<file path="src/rtl/range_sched_pkg.sv">
// Shared types and width helpers for the range-finder session scheduler.
package range_sched_pkg;

    typedef enum logic [2:0] {
        S_IDLE,
        S_FIRST,
        S_STREAM,
        S_CLOSE,
        S_REPORT
    } state_e;

    function automatic int cnt_w(input int max_samples);
        return $clog2(max_samples + 1);
    endfunction

    function automatic int id_w(input int nreq);
        return (nreq > 1) ? $clog2(nreq) : 1;
    endfunction

endpackage

</file>
<file path="src/rtl/range_session_sched_rr_arbiter.sv">
// Combinational round-robin arbiter: searches upward from ptr_i+1, wrapping mod NREQ.
module rr_arbiter
    import range_sched_pkg::*;
#(
    parameter int NREQ = 4,
    localparam int IDW = id_w(NREQ)
) (
    input  logic [NREQ-1:0] req_i,
    input  logic [IDW-1:0]  ptr_i,
    output logic [NREQ-1:0] grant_o,
    output logic [IDW-1:0]  idx_o,
    output logic            valid_o
);

    int            cand;
    logic [IDW-1:0] cidx;

    always_comb begin
        grant_o = '0;
        idx_o   = '0;
        valid_o = 1'b0;
        cand    = 0;
        cidx    = '0;
        for (int i = 1; i <= NREQ; i++) begin
            cand = (int'(ptr_i) + i) % NREQ;
            cidx = IDW'(cand);
            if (!valid_o && req_i[cidx]) begin
                valid_o       = 1'b1;
                grant_o[cidx] = 1'b1;
                idx_o         = cidx;
            end
        end
    end

endmodule

</file>
<file path="src/rtl/range_session_sched.sv">
// Round-robin session scheduler in front of the shared range-finder datapath.
// Define RANGE_SCHED_TIMEOUT_EN to abort sessions after TIMEOUT idle cycles.
module range_session_sched
    import range_sched_pkg::*;
#(
    parameter int NREQ        = 4,
    parameter int WIDTH       = 10,
    parameter int MAX_SAMPLES = 255,
    parameter int TIMEOUT     = 16,
    localparam int CNTW = cnt_w(MAX_SAMPLES),
    localparam int IDW  = id_w(NREQ)
) (
    input  logic                  clock_i,
    input  logic                  reset_i,
    input  logic [NREQ-1:0]       req_i,
    input  logic [NREQ-1:0]       valid_i,
    input  logic [NREQ-1:0]       last_i,
    input  logic [NREQ*WIDTH-1:0] data_i,
    output logic [NREQ-1:0]       grant_o,
    output logic                  ready_o,
    output logic [WIDTH-1:0]      rf_data_o,
    output logic                  rf_go_o,
    output logic                  rf_finish_o,
    input  logic [WIDTH-1:0]      rf_range_i,
    input  logic                  rf_error_i,
    output logic                  done_o,
    output logic [IDW-1:0]        done_id_o,
    output logic [WIDTH-1:0]      result_o,
    output logic                  result_err_o,
    output logic                  result_trunc_o,
    output logic [CNTW-1:0]       count_o
);

    // state    | meaning
    // S_IDLE   | no owner; arbitrate pending requests
    // S_FIRST  | owner granted, waiting for first sample (drives rf_go)
    // S_STREAM | accepting further samples until last or cap
    // S_CLOSE  | re-present held sample with rf_finish
    // S_REPORT | done strobe; release grant, advance pointer

    state_e           state_q, state_d;
    logic [NREQ-1:0]  grant_q, grant_d;
    logic [IDW-1:0]   gidx_q, gidx_d;
    logic [IDW-1:0]   ptr_q, ptr_d;
    logic [CNTW-1:0]  count_q, count_d;
    logic [WIDTH-1:0] hold_q, hold_d;
    logic             trunc_q, trunc_d;

    logic             done_q, done_d;
    logic [IDW-1:0]   done_id_q, done_id_d;
    logic [WIDTH-1:0] result_q, result_d;
    logic             result_err_q, result_err_d;
    logic             result_trunc_q, result_trunc_d;
    logic [CNTW-1:0]  count_out_q, count_out_d;

`ifdef RANGE_SCHED_TIMEOUT_EN
    localparam int TMRW = $clog2(TIMEOUT + 1);
    logic [TMRW-1:0]  tmr_q, tmr_d;
    logic             tmo_q, tmo_d;
`endif

    logic [NREQ-1:0]  arb_grant;
    logic [IDW-1:0]   arb_idx;
    logic             arb_valid;

    logic             v_g, l_g;
    logic [WIDTH-1:0] d_g;
    logic [CNTW-1:0]  cnt_inc;
    logic             cap_hit;
    logic             fin, fin_trunc;
    logic [CNTW-1:0]  fin_cnt;

    rr_arbiter #(.NREQ(NREQ)) u_arb (
        .req_i   (req_i),
        .ptr_i   (ptr_q),
        .grant_o (arb_grant),
        .idx_o   (arb_idx),
        .valid_o (arb_valid)
    );

    assign v_g     = valid_i[gidx_q];
    assign l_g     = last_i[gidx_q];
    assign d_g     = data_i[int'(gidx_q)*WIDTH +: WIDTH];
    assign cnt_inc = count_q + CNTW'(1);
    assign cap_hit = (cnt_inc == CNTW'(MAX_SAMPLES));

    always_comb begin
        state_d        = state_q;
        grant_d        = grant_q;
        gidx_d         = gidx_q;
        ptr_d          = ptr_q;
        count_d        = count_q;
        hold_d         = hold_q;
        trunc_d        = trunc_q;
        done_d         = 1'b0;
        done_id_d      = done_id_q;
        result_d       = result_q;
        result_err_d   = result_err_q;
        result_trunc_d = result_trunc_q;
        count_out_d    = count_out_q;
        ready_o        = 1'b0;
        rf_go_o        = 1'b0;
        rf_finish_o    = 1'b0;
        rf_data_o      = hold_q;
        fin            = 1'b0;
        fin_trunc      = trunc_q;
        fin_cnt        = count_q;
`ifdef RANGE_SCHED_TIMEOUT_EN
        tmr_d          = tmr_q;
        tmo_d          = tmo_q;
`endif

        case (state_q)
            S_IDLE: begin
                if (arb_valid) begin
                    grant_d = arb_grant;
                    gidx_d  = arb_idx;
                    count_d = '0;
                    trunc_d = 1'b0;
                    state_d = S_FIRST;
`ifdef RANGE_SCHED_TIMEOUT_EN
                    tmr_d   = TMRW'(TIMEOUT);
                    tmo_d   = 1'b0;
`endif
                end
            end
            S_FIRST: begin
                ready_o = 1'b1;
                if (v_g) begin
                    rf_data_o = d_g;
                    rf_go_o   = 1'b1;
                    hold_d    = d_g;
                    count_d   = CNTW'(1);
                    // go and finish never share a cycle, so a one-sample session closes next cycle
                    if (l_g || (MAX_SAMPLES == 1)) begin
                        trunc_d = !l_g;
                        state_d = S_CLOSE;
                    end else begin
                        state_d = S_STREAM;
                    end
`ifdef RANGE_SCHED_TIMEOUT_EN
                    tmr_d = TMRW'(TIMEOUT);
                end else if (tmr_q == TMRW'(1)) begin
                    grant_d = '0;
                    ptr_d   = gidx_q;
                    state_d = S_IDLE;
                end else begin
                    tmr_d = tmr_q - TMRW'(1);
`endif
                end
            end
            S_STREAM: begin
                ready_o = 1'b1;
                if (v_g) begin
                    rf_data_o = d_g;
                    hold_d    = d_g;
                    count_d   = cnt_inc;
                    if (l_g || cap_hit) begin
                        rf_finish_o = 1'b1;
                        fin         = 1'b1;
                        fin_trunc   = cap_hit && !l_g;
                        fin_cnt     = cnt_inc;
                    end
`ifdef RANGE_SCHED_TIMEOUT_EN
                    tmr_d = TMRW'(TIMEOUT);
                end else if (tmr_q == TMRW'(1)) begin
                    tmo_d   = 1'b1;
                    state_d = S_CLOSE;
                end else begin
                    tmr_d = tmr_q - TMRW'(1);
`endif
                end
            end
            S_CLOSE: begin
                rf_finish_o = 1'b1;
                fin         = 1'b1;
            end
            S_REPORT: begin
                ptr_d   = gidx_q;
                state_d = S_IDLE;
            end
            default: state_d = S_IDLE;
        endcase

        if (fin) begin
            done_d         = 1'b1;
            done_id_d      = gidx_q;
            result_d       = rf_range_i;
`ifdef RANGE_SCHED_TIMEOUT_EN
            result_err_d   = rf_error_i | tmo_q;
`else
            result_err_d   = rf_error_i;
`endif
            result_trunc_d = fin_trunc;
            count_out_d    = fin_cnt;
            grant_d        = '0;
            state_d        = S_REPORT;
        end
    end

    always_ff @(posedge clock_i) begin
        if (reset_i) begin
            state_q        <= S_IDLE;
            grant_q        <= '0;
            gidx_q         <= '0;
            ptr_q          <= IDW'(NREQ - 1);
            count_q        <= '0;
            hold_q         <= '0;
            trunc_q        <= 1'b0;
            done_q         <= 1'b0;
            done_id_q      <= '0;
            result_q       <= '0;
            result_err_q   <= 1'b0;
            result_trunc_q <= 1'b0;
            count_out_q    <= '0;
`ifdef RANGE_SCHED_TIMEOUT_EN
            tmr_q          <= '0;
            tmo_q          <= 1'b0;
`endif
        end else begin
            state_q        <= state_d;
            grant_q        <= grant_d;
            gidx_q         <= gidx_d;
            ptr_q          <= ptr_d;
            count_q        <= count_d;
            hold_q         <= hold_d;
            trunc_q        <= trunc_d;
            done_q         <= done_d;
            done_id_q      <= done_id_d;
            result_q       <= result_d;
            result_err_q   <= result_err_d;
            result_trunc_q <= result_trunc_d;
            count_out_q    <= count_out_d;
`ifdef RANGE_SCHED_TIMEOUT_EN
            tmr_q          <= tmr_d;
            tmo_q          <= tmo_d;
`endif
        end
    end

    assign grant_o        = grant_q;
    assign done_o         = done_q;
    assign done_id_o      = done_id_q;
    assign result_o       = result_q;
    assign result_err_o   = result_err_q;
    assign result_trunc_o = result_trunc_q;
    assign count_o        = count_out_q;

endmodule

</file>
<file path="config.mk">
export PLATFORM = sky130hd
export DESIGN_NAME = range_session_sched
export DESIGN_NICKNAME = d
export VERILOG_FILES = /design/src/rtl/range_sched_pkg.sv /design/src/rtl/range_session_sched_rr_arbiter.sv /design/src/rtl/range_session_sched.sv
export SDC_FILE = /design/constraint.sdc
export NUM_CORES = 1
export LEC_CHECK = 0
export CAP_MARGIN = 20
export CORE_MARGIN = 4
export CORE_UTILIZATION = 42
export CTS_BUF_LIST = sky130_fd_sc_hd__clkbuf_8 sky130_fd_sc_hd__clkbuf_16
export CTS_CLUSTER_SIZE = 28
export DETAILED_ROUTE_END_ITERATION = 10
export PLACE_DENSITY = 0.77
export SYNTH_ARGS = -nofsm -noshare
export SYNTH_HDL_FRONTEND = slang
export SYNTH_HIERARCHICAL = 1
export SYNTH_SLANG_ARGS = --single-unit
</file>
<file path="constraint.sdc">
create_clock -name clock_i -period 2.1 [get_ports clock_i]
set_input_delay 0.21 -clock clock_i [delete_from_list [all_inputs] [get_ports clock_i]]
set_output_delay 0.21 -clock clock_i [all_outputs]
set_load 0.005 [all_outputs]
</file>
## Word level (Yosys, flattened, before mapping)

Index checks and enable logic that the tools add are counted.

| storage, ports and cells | value |
|---|---|
| register bits | 53 |
| latch bits | 0 |
| memory bits (writable) | 0 |
| memory bits (read-only) | 0 |
| input port bits | 65 |
| output and inout bits | 40 |
| word-level logic and storage cells | 130 |
| memories kept | 0 |

| cells by class | value |
|---|---|
| add/sub/neg operators | 5 |
| $mul | 1 |
| div/mod/pow operators | 0 |
| order comparisons | 9 |
| eq/ne operators | 12 |
| shift operators | 1 |
| multiplexer cells | 60 |
| bitwise logic cells | 4 |
| reductions and logical operators | 24 |

Operators with widths:

| cell | count |
|---|---|
| $mux W8 | 6 |
| $shiftx A40 B7 Y10 | 1 |
| $mux W1 | 27 |
| $pmux W8 S3 | 1 |
| $mux W10 | 2 |
| $mux W4 | 4 |
| $lt A2 B3 Y1 const B | 5 |
| $bmux W1 S2 | 6 |
| $or A4 B4 Y4 | 3 |
| $mux W3 | 3 |
| $pmux W3 S3 | 1 |
| $add A8 B1 Y8 const B | 1 |
| $demux W1 S2 | 4 |
| $eq A8 B8 Y1 const B | 1 |
| $ge A2 B1 Y1 const B | 4 |
| $logic_and A1 B1 Y1 | 8 |
| $mux W2 | 4 |
| $ne A2 B2 Y1 const B | 4 |
| $reduce_and A4 Y1 | 2 |
| $eq A3 B2 Y1 const B | 2 |
| $ne A3 B3 Y1 const B | 2 |
| $reduce_and A3 Y1 | 2 |
| $reduce_or A2 Y1 | 3 |
| $mul A2 B3 Y5 const B | 1 |
| 13 further kinds | 19 |

## Logic depth before layout (Yosys ltp)

| logic depth | value |
|---|---|
| word-level depth | 16 |
| gate-level depth with buffers | 10 |

## By module

Netlist, hierarchy kept.

By module, submodules not included:

| module | times used | cells an instance | area an instance (um2) | seq. area each (um2) |
|---|---|---|---|---|
| range_session_sched | 1 | 290 | 2,683.8 | 1,061.0 |
| rr_arbiter | 1 | 68 | 525.5 | 0.0 |

## Worst setup path after synthesis

No wires, ideal clock.

| timing path | value |
|---|---|
| kind | register to register |
| start | register ptr_q[0] |
| end | register grant_q[0] (netlist: grant_o[0]) |
| library setup time | 134 ps |
| arrival time | 1,968 ps |
| slack | -2 ps |
| cell stages (with the launch flop) | 10 |
| buffers on the path | 2 |
| clock period less this slack | 2,102 ps |
| cell sequence | dfxtp_1 > buf_4 > inv_2 > ha_1 > buf_6 > mux2i_4 > o21ai_1 > a221o_1 > mux2i_1 > nor3_2 |

| between the ends | value |
|---|---|
| elaborated cells on any way between the ends | 50 |
| those cells by class | 4 x add/sub; 8 x order compare; 24 x mux; 3 x bitwise; 11 x reduce/logical |

RTL lines:

| item | RTL line | text |
|---|---|---|
| start: declaration | range_session_sched.sv:44 | `logic [IDW-1:0] ptr_q, ptr_d;` |
| start signal: assignment | range_session_sched.sv:206 | `ptr_q <= IDW'(NREQ - 1);` |
| start signal: assignment | range_session_sched.sv:224 | `ptr_q <= ptr_d;` |
| parallel branches: the longest is 12 deep, another holds $lt A2 B3 Y1 | - |  |
| $mux W4 (*) | range_session_sched_rr_arbiter.sv:27 | `if (!valid_o && req_i[cidx]) begin` |
| net arb_grant[0] | range_session_sched.sv:62 | `logic [NREQ-1:0] arb_grant;` |
| end signal: assignment | range_session_sched.sv:222 | `grant_q <= grant_d;` |
| end: declaration | range_session_sched.sv:42 | `logic [NREQ-1:0] grant_q, grant_d;` |

Mark *: on every way through the listed nets, which the timed path passes. The select of a mux whose other input is x is not followed.
A chain may end at the register's enable or synchronous reset.

## Worst setup path after layout

| timing path | value |
|---|---|
| start | register gidx_q[0] |
| end | output port rf_finish_o |

| between the ends | value |
|---|---|
| longest elaborated chain between the ends | 6 |
| elaborated cells on any way between the ends | 8 |
| those cells by class | 7 x mux; 1 x reduce/logical |

RTL lines:

| item | RTL line | text |
|---|---|---|
| start: declaration | range_session_sched.sv:43 | `logic [IDW-1:0] gidx_q, gidx_d;` |
| start signal: assignment | range_session_sched.sv:223 | `gidx_q <= gidx_d;` |
| $bmux W1 S2 | range_session_sched.sv:82 | `assign l_g = last_i[gidx_q];` |
| $mux W1 (not written as such) | range_session_sched.sv:82 |  |
| $logic_or A1 B1 Y1 | range_session_sched.sv:158 | `if (l_g \|\| cap_hit) begin` |
| $mux W1 | range_session_sched.sv:158 |  |
| $mux W1 (*) | range_session_sched.sv:154 | `if (v_g) begin` |
| $pmux W1 S2 (*) | range_session_sched.sv:113 | `case (state_q)` |
| end: declaration | range_session_sched.sv:23 | `output logic rf_finish_o,` |

Mark *: on every way between the ends. The rest lies on a longest branch, timed or not. The select of a mux whose other input is x is not followed.

==> summary.md <==
| Metric | Value |
|---|---|
| Reg clk slew, reported paths | roughly 0.09 ns |
| WHS | 0.452 ns |
| Layout area overhead | 57.5% |
| Fin Setup TNS | -0.658 ns |
| Status | complete, but fails checks |
| Via count | around 3.3k |
| Number of DRC markers in iteration 0 | about 150 |
| Minimum clock period | between 2 and 2.5 ns |
| Die area | roughly 9100 sq um |
| Fin nets | 575 |
| DP Area | around 4600 sq um |
| Worst Max-Slew Pin Slew | roughly 0.75 ns |
| Crit path DAT | a little under 2 ns |
| Initial antenna violation count | 0 |
| CTS Sinks | between 50 and 60 |
| Max-Cap Viols | 0 |
| WL/cell | around 18 um |
| Finish-stage setup viols | 25 |
| Synthesized cell area | between 3000 and 4000 sq um |
| H-tree depth | 2 |
| Metal3 WL | just under 900 um |
| Cells after Synth | approximately 360 |
| Largest net degree at the start of global routing | 31 |
| Post-route non-filler standard cell count | roughly 600 |
| Top Metal Used | met4 |
| Critical path class | flop to output pin |
| RSZ-0062 raised after global routing | yes |
| Clock Skew | 0.00883 ns |
| Register area share after synthesis | 33.1% |
| CTS Buffer Depth | 2 |
| Synthesized Nets | approximately 430 |
| Leak | 2.00 nW |
| Layout cell share with drive strength beyond 1 | a little under a third |
| Setup slack after layout | -0.0755 ns |
| Rows | 31 |
| DR pass1 iterations | 4 |
| Core box area | roughly 7300 sq um |
| Total power per unit cell area | about 600 nW/um^2 |
| GR Util All Layers | 22.7% |
| Clock Latency Late Sink | ~0.31 ns |
| Remaining DRCs | 0 |
| Peak VDD IR | 0.337 mV |
| Class of the worst hold path | input pin to flop |
| Yosys warns | 6 |
| Synth Register Bits | 53 |
| Vias per std cell | approximately 5.5 |
| Hold Fails Final Rpt | 0 |
| GRT Residual Overflow | 0 |
| CTS buffer count | 5 |
| Final instance area | between 5000 and 6000 sq um |
| Period utilisation layout | 104% |
| GP Congestion | around 0.87 |
| Failing checks | negative setup slack |
| Ys async rst share | 0% |
| Slew Limit Fails | 0 |
| Root buf cell | clkbuf_8 |
| PortBufs | 104 |
| Io pins | 105 |
| Antenna cell count | 0 |
| Crit-path max FO | 3 |
| Post-DP HPWL | approximately 7300 um |
| Total Power | ~0.0030 W |
| Worst Setup End Kind | output pin |
| Main flop type after synthesis | dfxtp_1 |
| Critical Path RT | roughly 1.9 ns |
| Post-Syn Area per Cell | ~9 sq um |
| WL final | between 10000 and 15000 um |
| First-pass GRT wire length | approximately 16000 um |
| Vias in the first global route | around 3.3k |
| Die width | roughly 95 um |
| Hold-fix buffers at CTS | 0 |
| Met2 wire length | roughly 5300 um |
| Max frequency | approximately 460 MHz |
| Initial core utilization | between 40% and 50% |
| Dpl cells | between 500 and 600 |
| Post-route ant nets | 0 |
| Chip Height | approximately 95 um |
| CP startpoint kind | flop |
| Post-synth EDFFs | 0 |
| Met1 WL | 4150 um |
| Synth unique cells | 54 |
| Normalized max-slew margin | roughly half |
| TritonCTS clock tree | done |
==> per-layer routing <==
layer / GRT usage [%] / vias to the layer above
met5: 0 / -
met4: 7.46 / 0
met3: 5.13 / 25
met2: 40.3 / 126
met1: 26.8 / 1571
li1: - / 1559
==> kinds of logic (layout without fill, tap and decap cells) <==
| family | Yosys count | after routing | synth area share [%] |
|---|---|---|---|
| AO/OA/AOI/OAI | 80 | 80 | 17.4 |
| XOR/XNOR | 5 | 5 | 1.36 |
| adder cells (fa/ha/maj) | 10 | 10 | 3.90 |
| buffers and inverters | 32 | 174 | 5.65 |
| flip-flops | 53 | 53 | 33.1 |
| multiplexers | 33 | 33 | 16.2 |
| AND/OR/NAND/NOR | 145 | 145 | 22.5 |
==> layout by cell type, fill, tap and decap left out, types with 4 or more instances in the layout <==
master and n:
buf_12 6, nand2_1 48, clkdlybuf4s50_1 91, nor2b_1 14, nor2_1 24, a21oi_2 13
nand3_1 12, ha_1 10, clkbuf_8 6, a221o_1 4, nand3_2 10, dfxtp_1 48
inv_1 6, o21ai_1 6, and3_1 4, buf_6 15, nand2b_1 4, o21ai_0 9
buf_4 44, mux4_2 13, mux2_4 10, nor3_2 5, mux2i_1 8, a21oi_1 23
==> worst max-delay path: stages, from the launching register on <==
cell and delay [ns]:
dfxtp_4 0.37, mux4_2 0.56, buf_6 0.16, nand2_4 0.08, nor2_4 0.05, a211o_1 0.29
buf_2 0.15
==> cell usage after synthesis, drive strengths merged (9+ instances only) <==
cell type  count  area, sq um
clkbuf        11         41.3
o21ai         15         75.1
ha            10          125
nand3         25          130
nor2          28          113
a21oi         37          204
dfxtp         53         1060
mux2          11          124
nor2b         15         93.8
mux4          13          293
buf           15          118
nand2         50          188
mux2i          9          103
==> repair_timing <==
item | in CTS | in global routing
gates cloned | 3 | 0
setup buffers | 10 | 2
gates resized for setup | 88 | 37
endpoints found under the hold margin | 0 | 0
setup endpoints to repair | 34 | 36
pin swaps | 6 | 17
==> sequential cells by signal (all words and copies together), names as in the netlist <==
signal          count
result_err_o        1
ptr_q               2
trunc_q             1
gidx_q              2
grant_o             4
count_q             8
count_o             8
done_o              1
result_o           10
hold_q             10
done_id_o           2
state_q             3
result_trunc_o      1
==> path summary, 6_finish.rpt <==
kind / start / end / slack (ns) / cells past startpoint
setup / recovery: gidx_q[0] / rf_finish_o / -0.08 / 6
hold / removal: rf_range_i[5] / result_o[5] / 0.45 / 3
setup reg to reg: gidx_q[0] / count_o[3] / -0.07 / 10
hold reg to reg: count_o[4] / count_o[4] / 0.46 / 2
==> where the power goes <==
group | internal (W) | switching [W] | total (W)
Sequential | 0.00109 | 0.0000546 | 0.00114
Combinational | 0.000754 | 0.000556 | 0.00131
Clock | 0.000258 | 0.000324 | 0.000582
==> through the flow <==
stage,worst slack [ns],util [%]
after CTS,-0.0997,68.0
after detailed placement,-0.373,62.9
final,-0.0755,69.0
after global routing,-0.127,69.0
after global placement,-0.335,62.9
after floorplan,0.0734,-
==> layout make-up <==
class	instances	area [sq um]
repair buffers	161	1580
inverters	6	22.5
clock buffers	6	82.6
clock inverters	1	3.75
multi-input cells	273	2180
well taps	99	124
fillers	526	2270
flip-flops and latches	53	1070
Note: power is estimated with default switching activity, not from simulation.
